File: config.mk
export PLATFORM = sky130hd
export DESIGN_NAME = ix_sched
export DESIGN_NICKNAME = d
export VERILOG_FILES = /design/src/rtl/ix_sched.sv
export SDC_FILE = /design/constraint.sdc
export NUM_CORES = 1
export LEC_CHECK = 0
export ABC_AREA = 1
export CORE_MARGIN = 4
export CORE_UTILIZATION = 35
export DETAILED_ROUTE_END_ITERATION = 6
export MAX_ROUTING_LAYER = met4
export PLACE_DENSITY = 0.62
export SLEW_MARGIN = 15
export SYNTH_ARGS = -nofsm -noshare
export SYNTH_HDL_FRONTEND = slang
export SYNTH_SLANG_ARGS = --single-unit
export TNS_END_PERCENT = 30
File: constraint.sdc
create_clock -name clk -period 4.1 [get_ports clk]
set_input_delay 1.025 -clock clk [delete_from_list [all_inputs] [get_ports clk]]
set_output_delay 1.025 -clock clk [all_outputs]
set_load 0.05 [all_outputs]
File: src/rtl/ix_sched.sv
// ix_sched: in-order issue gate between decode and execute.
// Tracks pending long-latency writebacks in a 32-bit scoreboard, limits the
// number of outstanding long ops, serialises use of the single mul/div unit
// and counts RAW and structural stall cycles. DEC -> EX is zero-latency.
module ix_sched #(
    parameter int LT_MAX = 3
) (
    input  logic        clk,
    input  logic        rst,
    input  logic        pipe_flush,
    input  logic        dec_ix_valid,
    output logic        dec_ix_ready,
    input  logic [4:0]  dec_ix_rs1,
    input  logic [4:0]  dec_ix_rs2,
    input  logic [4:0]  dec_ix_rd,
    input  logic        dec_ix_use_rs1,
    input  logic        dec_ix_use_rs2,
    input  logic        dec_ix_wb_en,
    input  logic        dec_ix_long,
    input  logic        dec_ix_muldiv,
    output logic        ix_ex_valid,
    input  logic        ix_ex_ready,
    input  logic        lt_wb_valid,
    input  logic [4:0]  lt_wb_rd,
    input  logic        md_done,
    output logic [31:0] sb_pending,
    output logic [31:0] stall_raw_cnt,
    output logic [31:0] stall_struct_cnt
);

    logic [31:0] sb_reg, sb_next;
    logic [2:0]  lt_cnt_reg, lt_cnt_next;
    logic        md_busy_reg, md_busy_next;
    logic [31:0] raw_cnt_reg, raw_cnt_next;
    logic [31:0] struct_cnt_reg, struct_cnt_next;

    logic [31:0] hit_vec;
    logic        lt_dec;
    logic [2:0]  lt_cnt_eff;
    logic        raw_stall;
    logic        struct_stall;
    logic        issue;
    logic        lt_inc;

    // A register is a hazard only while its long op has not yet written back;
    // a writeback in this very cycle bypasses, and x0 never hazards.
    assign hit_vec[0] = 1'b0;
    for (genvar gi = 1; gi < 32; gi++) begin : g_hit
        assign hit_vec[gi] = sb_reg[gi] && !(lt_wb_valid && (lt_wb_rd == 5'(gi)));
    end

    // A writeback arriving with nothing outstanding is dropped so the count
    // cannot wrap below zero.
    assign lt_dec     = lt_wb_valid && (lt_cnt_reg != 3'd0);
    assign lt_cnt_eff = lt_cnt_reg - {2'b00, lt_dec};

    // Destination is checked too so a younger write cannot overtake an
    // older pending long write (WAW).
    assign raw_stall = (dec_ix_use_rs1 && hit_vec[dec_ix_rs1])
                    || (dec_ix_use_rs2 && hit_vec[dec_ix_rs2])
                    || (dec_ix_wb_en   && hit_vec[dec_ix_rd]);

    assign struct_stall = (dec_ix_long && (lt_cnt_eff == 3'(LT_MAX)))
                       || (dec_ix_muldiv && md_busy_reg && !md_done);

    assign ix_ex_valid  = dec_ix_valid && !raw_stall && !struct_stall && !pipe_flush;
    // Flush is deliberately absent here: a flushed instruction is consumed.
    assign dec_ix_ready = ix_ex_ready && !(dec_ix_valid && (raw_stall || struct_stall));
    assign issue        = ix_ex_valid && ix_ex_ready;
    assign lt_inc       = issue && dec_ix_long;

    assign sb_pending       = sb_reg;
    assign stall_raw_cnt    = raw_cnt_reg;
    assign stall_struct_cnt = struct_cnt_reg;

    // Next-state for scoreboard, long-op count, mul/div busy and counters.
    always_comb begin
        sb_next         = sb_reg;
        lt_cnt_next     = lt_cnt_reg;
        md_busy_next    = md_busy_reg;
        raw_cnt_next    = raw_cnt_reg;
        struct_cnt_next = struct_cnt_reg;

        // Clear first so a same-cycle set of the same register wins.
        if (lt_wb_valid) begin
            sb_next[lt_wb_rd] = 1'b0;
        end
        if (issue && dec_ix_long && dec_ix_wb_en && (dec_ix_rd != 5'd0)) begin
            sb_next[dec_ix_rd] = 1'b1;
        end
        sb_next[0] = 1'b0;

        if (lt_inc && !lt_dec) begin
            lt_cnt_next = lt_cnt_reg + 3'd1;
        end else if (lt_dec && !lt_inc) begin
            lt_cnt_next = lt_cnt_reg - 3'd1;
        end

        if (issue && dec_ix_muldiv) begin
            md_busy_next = 1'b1;
        end else if (md_done) begin
            md_busy_next = 1'b0;
        end

        if (dec_ix_valid && !pipe_flush) begin
            if (raw_stall) begin
                raw_cnt_next = raw_cnt_reg + 32'd1;
            end else if (struct_stall) begin
                struct_cnt_next = struct_cnt_reg + 32'd1;
            end
        end
    end

    // State registers; reset overrides every same-cycle event.
    always_ff @(posedge clk) begin
        if (rst) begin
            sb_reg         <= '0;
            lt_cnt_reg     <= '0;
            md_busy_reg    <= 1'b0;
            raw_cnt_reg    <= '0;
            struct_cnt_reg <= '0;
        end else begin
            sb_reg         <= sb_next;
            lt_cnt_reg     <= lt_cnt_next;
            md_busy_reg    <= md_busy_next;
            raw_cnt_reg    <= raw_cnt_next;
            struct_cnt_reg <= struct_cnt_next;
        end
    end

endmodule

Word-level counts from Yosys, hierarchy flattened

Index checks and enable logic that the tools add are counted.

Add/subtract/negate cells: 5
$lt $le $gt $ge: 6
Equality and inequality tests: 32
Muxes and demuxes: 16
Bitwise logic cells: 4
Reduce and logical (&&, ||, !) cells: 132

Operator list:

| kind                                                               | number |
|---|---|
| logical AND 1 bit                                                  | 84 |
| == test 5 bit (second input constant)                              | 16 |
| adder 32 x 1 -> 32 bit (second input constant)                     | 2 |
| two-way mux 32 bit                                                 | 2 |
| == test 5 x 4 -> 1 bit (second input constant)                     | 8 |
| zero test 1 bit                                                    | 38 |
| AND 32 bit                                                         | 1 |
| inverter 32 bit                                                    | 1 |
| bitwise OR 32 bit                                                  | 1 |
| < comparator 5 x 6 -> 1 bit (second input constant)                | 4 |
| == test 5 x 3 -> 1 bit (second input constant)                     | 4 |
| binary-select mux 1 bit (select 5 bit)                             | 3 |
| demux 1 bit (select 5 bit)                                         | 2 |
| == test 5 x 2 -> 1 bit (second input constant)                     | 2 |
| greater-or-equal comparator 5 x 1 -> 1 bit (second input constant) | 2 |
| two-way mux 1 bit                                                  | 7 |
| two-way mux 3 bit                                                  | 2 |
| == test 5 x 1 -> 1 bit (second input constant)                     | 1 |
| nonzero test 5 bit                                                 | 1 |
| logical OR 1 bit                                                   | 4 |
| nonzero test 2 bit                                                 | 2 |
| adder 3 x 1 -> 3 bit (second input constant)                       | 1 |
| == test 3 x 2 -> 1 bit (second input constant)                     | 1 |
| AND reduction 3 bit                                                | 1 |
| other kinds (5)                                                    | 5 |

Register bits: 100
Input port bits: 32
Output and inout port bits: 98
Word-level logic and storage cells: 201

Logic depth before layout (Yosys ltp)

Depth in word-level cells: 19
Depth in mapped cells: 23
Mapped depth without buffers: 22

Worst setup path after synthesis

OpenSTA, ideal clock, no wires.

Kind: in2out
Start: in dec_ix_rs1[0]
End: out dec_ix_ready
Arrival: 3.367 ns
Data required time: 3.075 ns
Path slack: -0.292 ns
Cell stages on the path: 14
Path buffers: 2
Path through: clkbuf_1 > inv_1 > buf_2 > nand3_1 > nand3_1 > nand2_1 > nand2_1 > nand3_1 > nand3_1 > nand3_1 > nand2_1 > nor2_4 > nand2_1 > a21boi_0

Word-level cells in the longest chain between the ends: 9

RTL lines:

| element                                 | RTL line | text |
|---|---|---|
| from (decl)                             | 13       | `input logic [4:0] dec_ix_rs1,` |
| binary-select mux 1 bit (select 5 bit)  | 59       | `assign raw_stall = (dec_ix_use_rs1 && hit_vec[dec_ix_rs1])` |
| two-way mux 1 bit (implied by the code) | 59       |  |
| logical AND 1 bit                       | 59       |  |
| logical OR 1 bit                        | 60       | `\|\| (dec_ix_use_rs2 && hit_vec[dec_ix_rs2])` |
| logical OR 1 bit                        | 61       | `\|\| (dec_ix_wb_en && hit_vec[dec_ix_rd]);` |
| logical OR 1 bit                        | 68       | `assign dec_ix_ready = ix_ex_ready && !(dec_ix_valid && (raw_stall \|\| struct_stall));` |
| logical AND 1 bit                       | 68       |  |
| zero test 1 bit                         | 68       |  |
| logical AND 1 bit                       | 68       |  |
| to (decl)                               | 12       | `output logic dec_ix_ready,` |

No other way between the ends. The select of a mux whose other input is x is not followed.

Worst setup path after layout

Same ends and word-level chain as after synthesis.

==> flow_summary.toml <==
[status]
status = "finished, final reports clean"

[yosys]
ys_seq_elements = 99
yosys_warnings = 0
syn_nets = 1095
synth_area_um2 = 6495
netlist.area_leader.share_pct = 30.51
synthTopCellsByArea = "dfxtp_1 (31%), nand2_1 (15%), nand3_1 (12%)"
syn_inst = 1057
yosysMostFrequentCell = "nand2_1"
syn_area_per_cell_um2 = 6.145
yosysSeqAreaShare_pct = 30.51
async_flop_share_pct = 0
synth-edff-count = 0
ys_types = 37
synth_top_cell_by_area = "dfxtp_1"
synth_commonest_cells = "nand2_1 (259), nand3_1 (158), nor2_1 (109)"
synth_ff_type = "dfxtp_1"

[hold_path]
hold_start = "md_busy_reg"
hold_depth = 2
hold_path_class = "reg2reg"
holdPathEnd = "md_busy_reg"

[final_layout]
drive_above_1_share_pct = 13.29
area_growth_pct = 39.41
fin_nets = 1277
final_core_util_pct = 50.07
n_fill_cell = 1860
antenna_cells = 0

[timing]
period_needed_ns = 3.958
clock_skew_ns = 0.006829
relSlewSlack_pct = 35.43
finalSetupViolations = 0
setup_tns_ns = 0
finalMaxSlewViolations = 0
fmax_mhz = 252.7
period_share_pct = 96.52
worst-slew-pin-transition_ns = 0.9675
hold_violations = 0
rsz0062_at_grt = "no"

[clock_tree]
cts-htree-levels = 3
cts_tree = "yes"
cts_buffers = 9
numClockSinks = 99
cts.clk_slew.worst_paths_ns = 0.06
cts_hold_buf = 0
cts_buffer_depth = 2
clockRootBuffer = "clkbuf_16"
clk_latency_ns = 0.35

[worst_setup_path]
critical-path-slowest-cell = "clkdlybuf4s50_1"
startpoint_type = "input port"
setup.reg_to_reg.worst_slack_ns = 1.15
crit_chain = "clkdlybuf4s50_1, inv_1, buf_4, nand3_1, nand3_1, nand3_1, nand3_1, nand2_1, nand2_1, nand3_2, nand2_2, nor2_4, nand2_2, a21boi_2, buf_12"
cpMostUsedCell = "nand3_1"
cp-end-kind = "output port"
cp_data_required_time_ns = 3.07
slowest_delay_ns = 0.48
r2r_start = "lt_cnt_reg[0]"
rr_endpoint = "lt_cnt_reg[2]"
rr_worst_depth = 16
cp_max_fo = 8
critPathArrivalTime_ns = 2.93
worstSetupPathType = "in2out"

[global_routing]
grt_max_degree = 77
use_met1_pct = 30.40
grt_remaining_overflow = 0
top_usage_layer = "met2"
grt_pass1_wl_um = 36530
met3_usage_pct = 2.910
grt_util_met2_pct = 35.20
grt_pass1_vias = 7281
track_usage_pct = 22.15
antenna_found_initial = 0

[placement]
portBuffers = 128
hpwl_um = 17210
globalplace.congestion = 0.9786

[die]
fp.dieW_um = 144.2
start_util_pct = 35.91
core_area_um2 = 18090
die_area_um2 = 20800
die_y_um = 144.2
num_rows = 49
ios = 130

[power_and_ir_drop]
p_leak_nw = 3.152
power_density_nw_per_um2 = 249.1
finalPower_mw = 2.255
ir_drop_mv = 0.1855

[drt]
drt-pass1-iter-count = 5
wl_per_cell_um = 15.39
dr_total_vias = 7617
drt_iter0_markers = 520
totalWireLength_um = 22640
detail-route-antenna-nets = 0
drc = 0
viasPerCell = 5.178

[flow_run]
drv_cap = 0
==> layout make-up <==
| cell class | instances | area (µm²) | area share [%] |
|---|---|---|---|
| multi-input cells | 813 | 4094 | 45.21 |
| repair buffers | 210 | 1984 | 21.92 |
| flip-flops and latches | 99 | 1982 | 21.89 |
| inverters | 106 | 402.9 | 4.449 |
| well taps | 229 | 286.5 | 3.164 |
| clock buffers | 9 | 225.2 | 2.487 |
| clock inverters | 5 | 80.08 | 0.8843 |
==> placed cells by master, fill, tap and decap left out, drive strengths merged, types with 3 or more instances in the layout <==
master / netlist / routed
dlymetal6s2s: 0 / 4
o21ai: 32 / 32
clkdlybuf4s50: 0 / 114
nor4: 15 / 15
xnor2: 9 / 9
nor3b: 6 / 6
dfxtp: 99 / 99
clkbuf: 16 / 14
a21oi: 94 / 94
xor2: 25 / 25
ha: 5 / 5
nand4: 19 / 19
buf: 23 / 86
o21a: 4 / 4
nand3: 158 / 158
a21boi: 10 / 10
nor2: 118 / 118
nand2: 260 / 260
nor3: 46 / 46
inv: 105 / 105
o21bai: 3 / 3
==> power by group <==
part / switching, mW / internal, mW
Combinational: 0.223 / 0.145
Sequential: 0.0109 / 0.974
Clock: 0.375 / 0.527
Total: 0.609 / 1.65
==> worst max-delay path, delay by kind of cell <==
| kind | cells | cell delay, ns |
|---|---|---|
| AOI/OAI and AO/OA | 1 | 0.20 |
| buffers and inverters | 4 | 0.88 |
| and+or+nand+nor | 10 | 0.83 |
==> routing by layer <==
metal  vias up  part of all wire [%]  routed length [µm]
li1       3857                     -                   -
met1      3462                    47               10620
met2       284                    46               10390
met3        14                   6.5                1478
met4         0                  0.68                 153
met5         -                     0                   0
==> logic make-up (layout without fill, tap and decap cells) <==
family                     Yosys count  count (layout)  synth area share [%]
xor gates and xnor gates            34              34                 4.585
other                                1               1               0.05774
buffers and inverters              145             330                 8.977
DFF                                 99              99                 30.51
and+or+nand+nor                    624             624                 42.38
AOI/OAI and AO/OA                  148             148                 12.21
adders and majority gates            6               6                 1.271
==> stage by stage <==
| step | worst slack, ns | hold slack [ns] | cells | instance area, µm² |
|---|---|---|---|---|
| 2_1_floorplan | 0.09207 | 0.4434 | 1057 | 6495 |
| 3_3_place_gp | -0.3523 | 0.4522 | 1453 | 8553 |
| 3_5_place_dp | -0.3288 | 0.4564 | 1453 | 8553 |
| 4_1_cts | 0.007353 | 0.4670 | 1468 | 8930 |
| 5_1_grt | 0.02051 | 0.5015 | 1471 | 9055 |
| 6_report | 0.1425 | 0.4648 | 1471 | 9055 |
==> how the worst max path moves through the flow <==
| stage | from | end | slack [ns] | cells past startpoint |
|---|---|---|---|---|
| 5_1_grt | dec_ix_rs2[0] | dec_ix_ready | 0.02 | 15 |
| 3_3_place_gp | lt_wb_valid | dec_ix_ready | -0.35 | 14 |
| 3_5_place_dp | lt_wb_valid | dec_ix_ready | -0.33 | 17 |
| 4_1_cts | dec_ix_rd[2] | dec_ix_ready | 0.007 | 14 |
| 2_1_floorplan | dec_ix_rs1[0] | dec_ix_ready | 0.09 | 14 |
| 6_report | dec_ix_rs1[0] | dec_ix_ready | 0.14 | 15 |
==> what timing repair did <==
action | 4_1_cts | 5_1_grt
buffers inserted | 1 | 3
gates cloned | 0 | 0
resized for setup | 32 | 55
endpoints found under the setup margin | 2 | 3
pin swaps | 5 | 13
Power figures use the tool's default switching activity.
